$ cat src/rtl/therm_pkg.sv
// therm_pkg: shared defaults for the thermometer stream decoder.
//   THERM_K  : default binary output width
//   THERM_W  : default thermometer input width (2**K-1)
//   ERRC_W   : width of the error counter
//   ERRC_MAX : saturation value of the error counter
package therm_pkg;
  localparam int THERM_K = 3;
  localparam int THERM_W = (1 << THERM_K) - 1;
  localparam int ERRC_W  = 8;
  localparam logic [ERRC_W-1:0] ERRC_MAX = 8'd255;
endpackage

$ cat src/rtl/therm_word_decode.sv
// therm_word_decode: combinational thermometer-to-binary decode + legality check.
//   word : thermometer word, bit 0 = lowest level
//   bin  : decoded level
//   err  : 1 when word is not of the form 2**n-1
// Build option THERM_BUBBLE_CORRECT_EN: when defined, an illegal word decodes
// to its popcount (bubble correction); otherwise to the length of the run of
// 1s starting at bit 0. Legal words decode identically in both builds.
module therm_word_decode
  import therm_pkg::*;
#(
  parameter int K = THERM_K,
  parameter int W = (1 << K) - 1
) (
  input  logic [W-1:0] word,
  output logic [K-1:0] bin,
  output logic         err
);

  logic [W-1:0] word_inc;

  // Legal iff no 1 sits above a 0: then word+1 shares no bits with word.
  assign word_inc = word + W'(1);
  assign err      = |(word & word_inc);

`ifdef THERM_BUBBLE_CORRECT_EN
  logic [K-1:0] ones_cnt;

  // For a legal word the popcount is the level, so one counter covers both.
  always_comb begin
    ones_cnt = '0;
    for (int i = 0; i < W; i++) ones_cnt = ones_cnt + K'(word[i]);
  end

  assign bin = ones_cnt;
`else
  logic [K-1:0] run_cnt;
  logic         run_on;

  // Length of the unbroken run of 1s from bit 0; equals the level when legal.
  always_comb begin
    run_cnt = '0;
    run_on  = 1'b1;
    for (int i = 0; i < W; i++) begin
      run_on  = run_on & word[i];
      run_cnt = run_cnt + K'(run_on);
    end
  end

  assign bin = run_cnt;
`endif

endmodule

$ cat src/rtl/thermometer_stream_decoder.sv
// thermometer_stream_decoder: two-stage valid/ready pipeline that decodes a
// thermometer word to binary and flags illegal (bubble) words.
//   clk, rst_n          : clock, async active-low reset
//   s_therm/s_valid/s_ready : input stream
//   m_bin/m_err/m_valid/m_ready : output stream
//   clr_err             : synchronous clear of err_count (wins over increment)
//   err_count           : saturating count of delivered erroneous words
// Build option THERM_BUBBLE_CORRECT_EN selects bubble-corrected decode of
// illegal words (see therm_word_decode).
module thermometer_stream_decoder
  import therm_pkg::*;
#(
  parameter int K = THERM_K,
  parameter int W = (1 << K) - 1
) (
  input  logic              clk,
  input  logic              rst_n,
  input  logic [W-1:0]      s_therm,
  input  logic              s_valid,
  output logic              s_ready,
  output logic [K-1:0]      m_bin,
  output logic              m_err,
  output logic              m_valid,
  input  logic              m_ready,
  input  logic              clr_err,
  output logic [ERRC_W-1:0] err_count
);

  logic              v1_q, v2_q;
  logic [W-1:0]      w1_q;
  logic [K-1:0]      bin_q;
  logic              err_q;
  logic [K-1:0]      dec_bin;
  logic              dec_err;
  logic              adv1, adv2;
  logic [ERRC_W-1:0] errc_q, errc_d;

  // A stage may load whenever it is empty or its contents leave this edge.
  assign adv2    = !v2_q || m_ready;
  assign adv1    = !v1_q || adv2;
  assign s_ready = adv1;

  // Stage 1: raw word
  always_ff @(posedge clk or negedge rst_n) begin
    if (!rst_n) begin
      v1_q <= 1'b0;
      w1_q <= '0;
    end else if (adv1) begin
      v1_q <= s_valid;
      if (s_valid) w1_q <= s_therm;
    end
  end

  therm_word_decode #(.K(K), .W(W)) u_dec (
    .word (w1_q),
    .bin  (dec_bin),
    .err  (dec_err)
  );

  // Stage 2: decoded result, held while the consumer stalls
  always_ff @(posedge clk or negedge rst_n) begin
    if (!rst_n) begin
      v2_q  <= 1'b0;
      bin_q <= '0;
      err_q <= 1'b0;
    end else if (adv2) begin
      v2_q <= v1_q;
      if (v1_q) begin
        bin_q <= dec_bin;
        err_q <= dec_err;
      end
    end
  end

  assign m_valid = v2_q;
  assign m_bin   = bin_q;
  assign m_err   = err_q;

  // Error counter: clear has priority, increment saturates.
  always_comb begin
    errc_d = errc_q;
    if (clr_err)
      errc_d = '0;
    else if (v2_q && m_ready && err_q && errc_q != ERRC_MAX)
      errc_d = errc_q + ERRC_W'(1);
  end

  always_ff @(posedge clk or negedge rst_n) begin
    if (!rst_n) errc_q <= '0;
    else        errc_q <= errc_d;
  end

  assign err_count = errc_q;

endmodule

$ cat config.mk
export PLATFORM = sky130hd
export DESIGN_NAME = thermometer_stream_decoder
export DESIGN_NICKNAME = d
export VERILOG_FILES = /design/src/rtl/therm_pkg.sv /design/src/rtl/therm_word_decode.sv /design/src/rtl/thermometer_stream_decoder.sv
export SDC_FILE = /design/constraint.sdc
export NUM_CORES = 1
export LEC_CHECK = 0
export CAP_MARGIN = 10
export CORE_UTILIZATION = 50
export CTS_BUF_LIST = sky130_fd_sc_hd__clkbuf_4 sky130_fd_sc_hd__clkbuf_8 sky130_fd_sc_hd__clkbuf_16
export DETAILED_ROUTE_END_ITERATION = 16
export PLACE_DENSITY = 0.84
export SLEW_MARGIN = 20
export SYNTH_ARGS = -nofsm -noshare
export SYNTH_HDL_FRONTEND = slang
export SYNTH_SLANG_ARGS = --single-unit
$ cat constraint.sdc
create_clock -name clk -period 7.8 [get_ports clk]
set_input_delay 1.17 -clock clk [delete_from_list [all_inputs] [get_ports clk]]
set_output_delay 1.17 -clock clk [all_outputs]
set_load 0.005 [all_outputs]
==> parameters.txt, run 1 <==
Parameter                              Value

Floorplan
  Effective utilization at floorplan ... 55.14%
  Overall die area ... 2423 µm²
  Number of rows in the core area ... 16
  Number of top-level design ports ... 26
  Die width ... approximately 49 µm
  Die height ... between 40 and 50 µm
  Core Region ... around 2000 µm²

Power
  Maximum resistive drop on vdd ... 0.1333 mV
  Logic pwr share ... between 20% and 30%
  Power density relative to cell area ... ~170 nW/µm²
  Static leakage ... roughly 0.65 nW
  Switching power of the nets ... 0.00006560 W
  Internal Power ... 0.0001788 W
  Clock share of power ... 22.7%
  Seq pwr share ... a little over half
  Proportion of total power due to net switching ... between 20% and 30%

Min path
  Hold Crit Depth ... 2
  Worst hold path type ... reg -> reg

Synth
  Leading post-synthesis cells by cell area ... dfrtp_1, mux2_2, xor2_1
  Share of the synthesized area in the top cell type ... a little under half
  Syn Nets ... approximately 120
  Top cell type by total area after synthesis ... dfrtp_1
  Synth warn ... 0
  Netlist area before placement ... between 1000 and 1500 µm²
  Total of flip-flops plus latches after synthesis ... 21
  Post-Syn Instances ... just under 100
  Netlist cell types ... 33
  Synth Area per Inst ... between 10 and 15 µm²
  Fraction of the yosys area taken by sequential cells ... 47.14%

Cells and area
  Nets@finish ... 144
  Cell area after layout ... about 1400 µm²
  Number of inserted filler cells in the final layout ... approximately 170
  Syn-to-layout area delta ... 27.38%
  Antenna Diode Count ... 0
  Commonest cells after routing, fill and taps aside ... clkdlybuf4s50_1, dfrtp_1, nor2_1, mux2_2
  Number of standard cells in the layout, taps in and fillers out ... 152
  Share of final-layout standard cells stronger than drive strength 1 ... 15.20%
  Leading cell type in the layout, fill and taps excluded ... clkdlybuf4s50_1

Global route
  Antenna violations before repair ... 0
  Wire length of the first global-routing pass ... 3608 µm
  Maximum number of pins on one net before global-route repair ... 22
  Number of global-route vias before repair ... roughly 840
  Global route total overflow ... 0
  Aggregate global-route resource usage ... between 15 and 20%

Critical path
  CP most frequent cell ... clkdlybuf4s50_1
  Crit. End Element ... primary output
  Worst reg-to-reg path cell count ... 11
  CP startpoint kind ... primary input
  CP max stage delay ... between 0.5 and 0.6 ns
  List of cells traversed by the critical path ... clkdlybuf4s50_1 -> nand3b_1 -> clkdlybuf4s50_1
  Cell class contributing the biggest share of worst-path delay ... buffers and inverters
  Category of the most critical setup path ... in -> out
  Required @ worst endpoint ... between 6 and 7 ns
  Stages on the worst setup path ... 3
  Buffers & Inverters on Critical Path ... 2
  Arrival @ worst endpoint ... between 2 and 2.5 ns
  Slowest library cell on the worst path ... clkdlybuf4s50_1
  Biggest fanout along the worst timing path ... 3

Clock network
  H-Tree Level Count ... 1
  Number of gates resized after cts ... 0
  CTS clock-pin slew for the worst setup and hold paths ... ~0.11 ns
  CTS tree ... done
  Cts hold-fix bufs ... 0
  Buffers inserted during post-CTS setup optimization ... 0
  Worst-skew pair later-pin latency ... around 0.30 ns
  TritonCTS sink count ... 21
  Clock root cell ... clkbuf_4
  Number of buffers on the longest clock path ... 2
  Num CTS Buffers ... 3

Placed design
  Placed Cells ... about 150
  PortBufs ... 25
  DP Worst Slack ... between 4 and 5 ns
  Cell area after placement ... ~1400 µm²
  Placer congestion estimate ... between 0.8 and 0.9
  Detailed-placement wirelength estimate ... approximately 1600 µm

Detailed routing
  Routed WL ... ~2100 µm
  DR pass1 iterations ... 5
  Average via count per standard cell ... around 5.4
  Routed via count ... approximately 810
  Antenna viol nets, final ... 0
  Average routed wire per standard cell ... about 14 µm
  Detailed Route Iter0 Violations ... 13
  DRC Markers ... 0

Timing
  Min Clock Period, post-route ... 3.537 ns
  Final worst-path cycle share ... between 40% and 50%
  Final number of hold-violating endpoints ... 0
  Headroom to the max-slew limit ... 40.03%
  Worst setup skew after layout ... approximately 0.0018 ns
  Transition time at the pin with the least slew margin ... around 0.90 ns
  Final worst-path setup slack ... between 4 and 5 ns
  Finish-stage setup viols ... 0
  RSZ-0062 raised after global routing ... false
  Setup_tns ... 0 ns
  Maximum clock frequency ... roughly 280 MHz
  Fin Hold WS ... between 0.5 and 0.6 ns
  Number of max-slew violations in the final report ... 0

Flow run
  Number of max-cap violations ... 0

Status
  Outcome ... complete, no violations
cells in the mapped netlist (all sizes together):
library cell,n
dfrtp,21
mux2,8
nor2,8
inv,7
nand2,7
xor2,7
and3,5
fa,3
ha,3
nand2b,3
o211ai,3
o21ai,3
a21oi,2
and2,2
buf,2
o2111ai,2
a2111oi,1
and4,1
mux2i,1
nand3,1
nand3b,1
nand4,1
nor2b,1
nor3,1
o21a,1
o21ba,1
o21bai,1
o22ai,1
cells by family (layout without fill, tap and decap cells):
group	after synthesis	after routing	share of synthesized area (%)
buf+inv	9	36	3.142
compound gates	15	15	10.21
fa+ha+maj	6	6	8.755
mux	9	9	8.979
simple gates	31	31	16.28
xor+xnor	7	7	5.500
flops	21	21	47.14
state kept, by name, summed over array words and instances (netlist names):
signal	cells
err_count	8
m_bin	3
m_err	1
m_valid	1
v1_q	1
w1_q	7
power by group through the flow:
stage,Combinational (W),Sequential (W),Clock [W]
2_1_floorplan,0.0000292,0.000132,0
3_3_place_gp,0.0000557,0.000133,0
3_5_place_dp,0.0000575,0.000134,0
4_1_cts,0.0000580,0.000132,0.0000577
5_1_grt,0.0000637,0.000134,0.0000618
6_report,0.0000569,0.000132,0.0000556
through the flow:
step / util (%) / power (W)
after global routing: 70.24 / 0.0002595
after CTS: 70.24 / 0.0002472
final: 70.24 / 0.0002444
after detailed placement: 68.75 / 0.0001912
after floorplan: - / 0.0001613
after global placement: 68.75 / 0.0001883
cell type report:
cell class                      count  area, µm²  area share (%)
Tap cell                           27      33.78           2.379
Sequential cell                    21      525.5           37.00
Clock buffer                        4      30.03           2.115
Timing Repair Buffer               25      250.2           17.62
Inverter                            7      26.28           1.850
Multi-Input combinational cell     68      554.3           39.03
worst reg2reg max path: cells and delay by family, from the launching register on:
kind / cells / cell delay [ns]
compound gates: 1 / 0.14
xor+xnor: 1 / 0.15
fa+ha+maj: 4 / 1.52
buf+inv: 2 / 0.10
flops: 1 / 0.41
simple gates: 3 / 0.56
final timing paths:
kind | from | endpoint | slack, ns
setup reg to reg | w1_q[2] | m_bin[2] | 4.85
hold reg to reg | m_bin[2] | m_bin[2] | 0.51
hold / removal | m_bin[2] | m_bin[2] | 0.51
setup / recovery | m_ready | s_ready | 4.26
min in group asynchronous | rst_n | err_count[3] | 1.36
max in group asynchronous | rst_n | m_bin[0] | 5.90
metal layers:
layer	wire length (µm)	part of all wire, %	GRT usage, %	up-vias
met5	0	0	0	-
met4	27	1.3	8.333	0
met3	74	3.6	4.361	4
met2	1172	57	36.53	19
met1	779	38	20.97	398
li1	-	-	-	393
No activity file was read; power rests on OpenSTA's default activity.
==> run 2, diff against run 1 <==
--- a/config.mk
+++ b/config.mk
@@ -6,10 +6,10 @@
 export NUM_CORES = 1
 export LEC_CHECK = 0
 export CAP_MARGIN = 10
-export CORE_UTILIZATION = 50
+export CORE_UTILIZATION = 44
 export CTS_BUF_LIST = sky130_fd_sc_hd__clkbuf_4 sky130_fd_sc_hd__clkbuf_8 sky130_fd_sc_hd__clkbuf_16
 export DETAILED_ROUTE_END_ITERATION = 16
-export PLACE_DENSITY = 0.84
+export PLACE_DENSITY = 0.79
 export SLEW_MARGIN = 20
 export SYNTH_ARGS = -nofsm -noshare
 export SYNTH_HDL_FRONTEND = slang
==> constraint.sdc (replaced) <==
create_clock -name clk -period 3.2 [get_ports clk]
set_input_delay 0.48 -clock clk [delete_from_list [all_inputs] [get_ports clk]]
set_output_delay 0.48 -clock clk [all_outputs]
set_load 0.005 [all_outputs]
==> parameters.txt, run 2 (synthesis results as in run 1) <==
Parameter                              Value

Status
  Outcome ... complete, no violations

Min path
  Hold Path End ... m_bin[2]
  Hold Crit Depth ... 2 (unchanged)
  Worst hold path type ... reg -> reg
  Origin of the worst min-delay path ... m_bin[2]

Detailed routing
  Routed WL ... 1942 µm (-5.5%)
  Average via count per standard cell ... 5.261 (-1.8%)
  Antenna viol nets, final ... 0 (unchanged)
  DR pass1 iterations ... 4 (-1)
  Detailed Route Iter0 Violations ... 5 (-8)
  Average routed wire per standard cell ... 12.69 µm (-6.1%)
  DRC Markers ... 0 (unchanged)
  Routed via count ... 805 (-1.1%)

Clock network
  TritonCTS sink count ... 21 (unchanged)
  Worst-skew pair later-pin latency ... 0.31 ns (about the same)
  Num CTS Buffers ... 3 (unchanged)
  Buffers inserted during post-CTS setup optimization ... 0 (unchanged)
  Number of buffers on the longest clock path ... 2 (unchanged)
  H-Tree Level Count ... 1 (unchanged)
  CTS clock-pin slew for the worst setup and hold paths ... 0.11 ns (about the same)
  CTS tree ... done
  Cts hold-fix bufs ... 0 (unchanged)
  Number of gates resized after cts ... 0 (unchanged)
  Clock root cell ... clkbuf_4

Floorplan
  Number of top-level design ports ... 26 (unchanged)
  Die height ... 52.34 µm (+6.3%)
  Number of rows in the core area ... 17 (+1)
  Core Region ... 2297 µm² (+14%)
  Die width ... 52.34 µm (+6.3%)
  Effective utilization at floorplan ... 48.53% (-6.6 points)
  Overall die area ... 2739 µm² (+13%)

Cells and area
  Largest register FFs ... 8 (unchanged)
  Share of final-layout standard cells stronger than drive strength 1 ... 15.20% (unchanged)
  Syn-to-layout area delta ... 27.27% (about the same)
  Leading cell type in the layout, fill and taps excluded ... clkdlybuf4s50_1
  Antenna Diode Count ... 0 (unchanged)
  Nets@finish ... 144 (unchanged)
  Commonest cells after routing, fill and taps aside ... clkdlybuf4s50_1, dfrtp_1, nor2_1, mux2_2

Critical path
  Start of the worst register-to-register path ... w1_q[2]
  CP startpoint kind ... flop
  Reg2Reg Capture Point ... m_bin[2]
  Category of the most critical setup path ... reg -> reg
  Biggest fanout along the worst timing path ... 4 (+1)
  Arrival @ worst endpoint ... 3.13 ns (+0.76 ns)
  Required @ worst endpoint ... 3.44 ns (-3.19 ns)
  Slack of the worst reg-to-reg path ... 0.31 ns (-4.54 ns)
  Worst reg-to-reg path cell count ... 11 (unchanged)
  Crit. End Element ... flop

Global route
  Most heavily used metal layer in global routing ... met2
  Maximum number of pins on one net before global-route repair ... 22 (unchanged)
  Met2 global-route usage ... 28.48% (-8.0 points)
  Aggregate global-route resource usage ... 17.00% (-2.7 points)
  Global route total overflow ... 0 (unchanged)
  Wire length of the first global-routing pass ... 3401 µm (-5.7%)
  Number of global-route vias before repair ... 791 (-5.4%)
  Global-route met3 utilization ... 3.478% (-0.88 points)
  Met1 track utilization from global routing ... 21.31% (+0.34 points)
  Antenna violations before repair ... 0 (unchanged)

Power
  Maximum resistive drop on vdd ... 0.3396 mV (+150%)
  Power density relative to cell area ... 412.9 nW/µm² (+140%)
  Static leakage ... 0.6483 nW (-0.11%)

Timing
  Worst setup skew after layout ... 0.001529 ns (-0.0003074 ns)
  Final worst-path cycle share ... approximately 90%
  Maximum clock frequency ... between 300 and 400 MHz
  Final number of hold-violating endpoints ... 0 (unchanged)
  Min Clock Period, post-route ... slightly below 3 ns
  Transition time at the pin with the least slew margin ... 0.9487 ns (+0.05200 ns)
  Headroom to the max-slew limit ... 36.55% (-3.5 points)
  Setup_tns ... 0 ns (unchanged)
  Finish-stage setup viols ... 0 (unchanged)
  Final worst-path setup slack ... 0.3088 ns (-3.954 ns)
  Number of max-slew violations in the final report ... 0 (unchanged)
  RSZ-0062 raised after global routing ... false

Placed design
  Detailed-placement wirelength estimate ... 1504 µm (-8.3%)
  DP Worst Slack ... 0.3341 ns (-3.936 ns)
  PortBufs ... 25 (unchanged)
  Placer congestion estimate ... 0.8759 (+3.6%)

Flow run
  Number of max-cap violations ... 0 (unchanged)
## run 2: how the worst max path moves through the flow
| stage | startpoint | to | slack [ns] |
|---|---|---|---|
| 2_1_floorplan | w1_q[0] | m_bin[2] | 0.47 |
| 3_3_place_gp | w1_q[2] | m_bin[2] | 0.41 |
| 3_5_place_dp | w1_q[2] | m_bin[2] | 0.33 |
| 4_1_cts | w1_q[2] | m_bin[2] | 0.30 |
| 5_1_grt | w1_q[2] | m_bin[2] | 0.09 |
| 6_report | w1_q[2] | m_bin[2] | 0.31 |
## run 2: power breakdown
| group | switching [W] | internal (W) | leakage, nW | total [W] |
|---|---|---|---|---|
| Sequential | 0.0000243 | 0.000296 | 0.262 | 0.000321 |
| Combinational | 0.0000557 | 0.0000821 | 0.368 | 0.000138 |
| Clock | 0.0000808 | 0.0000468 | 0.0177 | 0.000128 |
| Total | 0.000161 | 0.000425 | 0.648 | 0.000586 |
## run 2: critical path: stages (launching register included)
cell and delay (ns):
dfrtp_1 0.41, and3_1 0.21, and3_1 0.24, nand2_1 0.10, fa_1 0.48, inv_1 0.05
fa_1 0.51, ha_1 0.13, inv_1 0.04, fa_1 0.37, xor2_1 0.14, o21ai_0 0.13
## run 2: metal layers
metal  wire length, µm  vias to the layer above
met2              1020                       22
met3                86                        2
met4                21                        0
li1                  -                      391
met5                 0                        -
met1               813                      390
## run 2: per-stage QoR
stage	util (%)	hold WS (ns)	area, µm²	power (W)	std cells
after floorplan	-	0.1844	1115	0.0003933	98
final	61.76	0.4970	1419	0.0005858	153
after CTS	61.76	0.5051	1419	0.0005927	153
after detailed placement	60.57	0.4758	1391	0.0004657	149
after global placement	60.57	0.4645	1391	0.0004605	149
after global routing	61.76	0.5461	1419	0.0006312	153
## run 2: layout make-up
| class | count | area, µm² |
|---|---|---|
| Multi-Input combinational cell | 68 | 554.3 |
| Clock inverter | 1 | 5.005 |
| Tap cell | 28 | 35.03 |
| Timing Repair Buffer | 25 | 250.2 |
| Inverter | 7 | 26.28 |
| Clock buffer | 3 | 22.52 |
| Sequential cell | 21 | 525.5 |
| Fill cell | 221 | 878.3 |
==> run 3, diff against run 2 <==
--- a/config.mk
+++ b/config.mk
@@ -6,10 +6,12 @@
 export NUM_CORES = 1
 export LEC_CHECK = 0
 export CAP_MARGIN = 10
-export CORE_UTILIZATION = 44
+export CORE_ASPECT_RATIO = 0.7
+export CORE_UTILIZATION = 50
 export CTS_BUF_LIST = sky130_fd_sc_hd__clkbuf_4 sky130_fd_sc_hd__clkbuf_8 sky130_fd_sc_hd__clkbuf_16
 export DETAILED_ROUTE_END_ITERATION = 16
-export PLACE_DENSITY = 0.79
+export DONT_BUFFER_PORTS = 1
+export PLACE_DENSITY = 0.72
 export SLEW_MARGIN = 20
 export SYNTH_ARGS = -nofsm -noshare
 export SYNTH_HDL_FRONTEND = slang
==> parameters.txt, run 3 (synthesis results as in run 1) <==
Parameter                              Value

Status
  Outcome ... complete, no violations

Cells and area
  Largest register FFs ... 8 (unchanged)
  Leading cell type in the layout, fill and taps excluded ... dfrtp_1
  Number of standard cells in the layout, taps in and fillers out ... 131 (-14%)
  Cell area after layout ... 1184 µm² (-17%)
  Number of inserted filler cells in the final layout ... 177 (-20%)
  Syn-to-layout area delta ... 6.173%
  Commonest cells after routing, fill and taps aside ... dfrtp_1, nor2_1, mux2_2
  Antenna Diode Count ... 0 (unchanged)
  Share of final-layout standard cells stronger than drive strength 1 ... 18.81% (+3.6 points)
  Nets@finish ... 120 (-17%)

Global route
  Aggregate global-route resource usage ... 19.59% (+2.6 points)
  Wire length of the first global-routing pass ... 3443 µm (+1.2%)
  Number of global-route vias before repair ... 720 (-9.0%)
  Antenna violations before repair ... 0 (unchanged)
  Maximum number of pins on one net before global-route repair ... 22 (unchanged)
  Global route total overflow ... 0 (unchanged)

Timing
  RSZ-0062 raised after global routing ... false
  Number of max-slew violations in the final report ... 0 (unchanged)
  Transition time at the pin with the least slew margin ... 0.9182 ns (-0.03047 ns)
  Setup_tns ... 0 ns (unchanged)
  Finish-stage setup viols ... 0 (unchanged)
  Maximum clock frequency ... 341.7 MHz (-1.2%)
  Fin Hold WS ... 0.2170 ns (-0.2800 ns)
  Final number of hold-violating endpoints ... 0 (unchanged)
  Final worst-path cycle share ... 91.46% (+1.1 points)
  Min Clock Period, post-route ... 2.927 ns (+0.03552 ns)
  Headroom to the max-slew limit ... 38.58% (+2.0 points)
  Worst setup skew after layout ... 0.002108 ns (+0.0005793 ns)

Floorplan
  Die width ... 58.44 µm (+12%)
  Number of rows in the core area ... 13 (-4)
  Die height ... 41.51 µm (-21%)
  Number of top-level design ports ... 26 (unchanged)
  Effective utilization at floorplan ... 56.64% (+8.1 points)
  Core Region ... 1968 µm² (-14%)
  Overall die area ... 2425 µm² (-11%)

Detailed routing
  DRC Markers ... 0 (unchanged)
  DR pass1 iterations ... 4 (unchanged)
  Average routed wire per standard cell ... 15.08 µm (+19%)
  Routed WL ... 1976 µm (+1.8%)
  Routed via count ... 721 (-10%)
  Antenna viol nets, final ... 0 (unchanged)
  Average via count per standard cell ... 5.504 (+4.6%)
  Detailed Route Iter0 Violations ... 19 (+14)

Power
  Power density relative to cell area ... 464.1 nW/µm² (+12%)
  Overall Power ... 0.0005493 W (-6.2%)
  Maximum resistive drop on vdd ... 0.2711 mV (-20%)
  Static leakage ... 0.5592 nW (-14%)

Placed design
  Detailed-placement wirelength estimate ... 1571 µm (+4.5%)
  Cell area after placement ... 1144 µm² (-18%)
  Placer congestion estimate ... 0.7772 (-11%)
  Placed Cells ... 126 (-15%)
  PortBufs ... 0 (-100%)

Critical path
  Category of the most critical setup path ... reg -> reg
  Biggest fanout along the worst timing path ... 5 (+1)
  Arrival @ worst endpoint ... 3.16 ns (+0.03 ns)
  CP startpoint kind ... flop
  Launch point of the critical path ... w1_q[0]
  Required @ worst endpoint ... 3.44 ns (about the same)
  Start of the worst register-to-register path ... w1_q[0]
  Crit. End Element ... flop

Clock network
  Worst-skew pair later-pin latency ... 0.31 ns (about the same)
  CTS clock-pin slew for the worst setup and hold paths ... 0.11 ns (about the same)
  Cts hold-fix bufs ... 1 (+1)
  CTS tree ... done
  Clock root cell ... clkbuf_4
  Number of buffers on the longest clock path ... 2 (unchanged)
  TritonCTS sink count ... 21 (unchanged)
  H-Tree Level Count ... 1 (unchanged)
  Num CTS Buffers ... 3 (unchanged)
  Buffers inserted during post-CTS setup optimization ... 0 (unchanged)
  Number of gates resized after cts ... 0 (unchanged)

Flow run
  Number of max-cap violations ... 0 (unchanged)

Min path
  Origin of the worst min-delay path ... clr_err
  Worst hold path type ... in -> reg
[run 3: cell count changes in the layout (fill, tap and decap cells not counted), sizes merged]
cell           delta
clkdlybuf4s50    -25
dlygate4sd3       +1
clkbuf            +1
clkinv            -1
[run 3: routing by layer]
layer	share of wire (%)	GRT usage, %
met1	47	27.87
met3	10	9.657
met4	0	1.429
met5	0	0
met2	42	28.28
[run 3: cell type report]
| type | count | area [µm²] | area share, % |
|---|---|---|---|
| Clock buffer | 4 | 30.03 | 2.537 |
| Inverter | 7 | 26.28 | 2.220 |
| Multi-Input combinational cell | 68 | 554.3 | 46.83 |
| Sequential cell | 21 | 525.5 | 44.40 |
| Tap cell | 30 | 37.54 | 3.171 |
| Timing Repair Buffer | 1 | 10.01 | 0.8457 |
[run 3: worst paths after layout]
| kind | end | slack (ns) | cells after the start |
|---|---|---|---|
| max in group asynchronous | w1_q[1] | 1.90 | 1 |
| min in group asynchronous | w1_q[5] | 0.74 | 1 |
| min reg2reg | m_bin[1] | 0.52 | 2 |
| max | m_bin[2] | 0.27 | 11 |
| max reg2reg | m_bin[2] | 0.27 | 11 |
| min | err_count[0] | 0.22 | 1 |
[run 3: through the flow]
step / utilization (%) / worst slack [ns]
3_5_place_dp: 58.11 / 0.2685
4_1_cts: 60.14 / 0.2512
3_3_place_gp: 58.11 / 0.3738
6_report: 60.14 / 0.2733
5_1_grt: 60.14 / 0.06416
2_1_floorplan: - / 0.4704
[run 3: critical path: stages, from the launching register on]
cell,delay [ns]
dfrtp_1,0.42
and3_1,0.22
and3_1,0.24
nand2_1,0.10
fa_1,0.49
inv_1,0.05
fa_1,0.51
ha_1,0.13
inv_1,0.04
fa_1,0.37
xor2_1,0.14
o21ai_0,0.13
[run 3: power breakdown]
part	internal (W)	switching (W)
logic	0.0000429	0.0000459
registers	0.000296	0.0000280
clock network	0.0000572	0.0000789
total	0.000396	0.000153
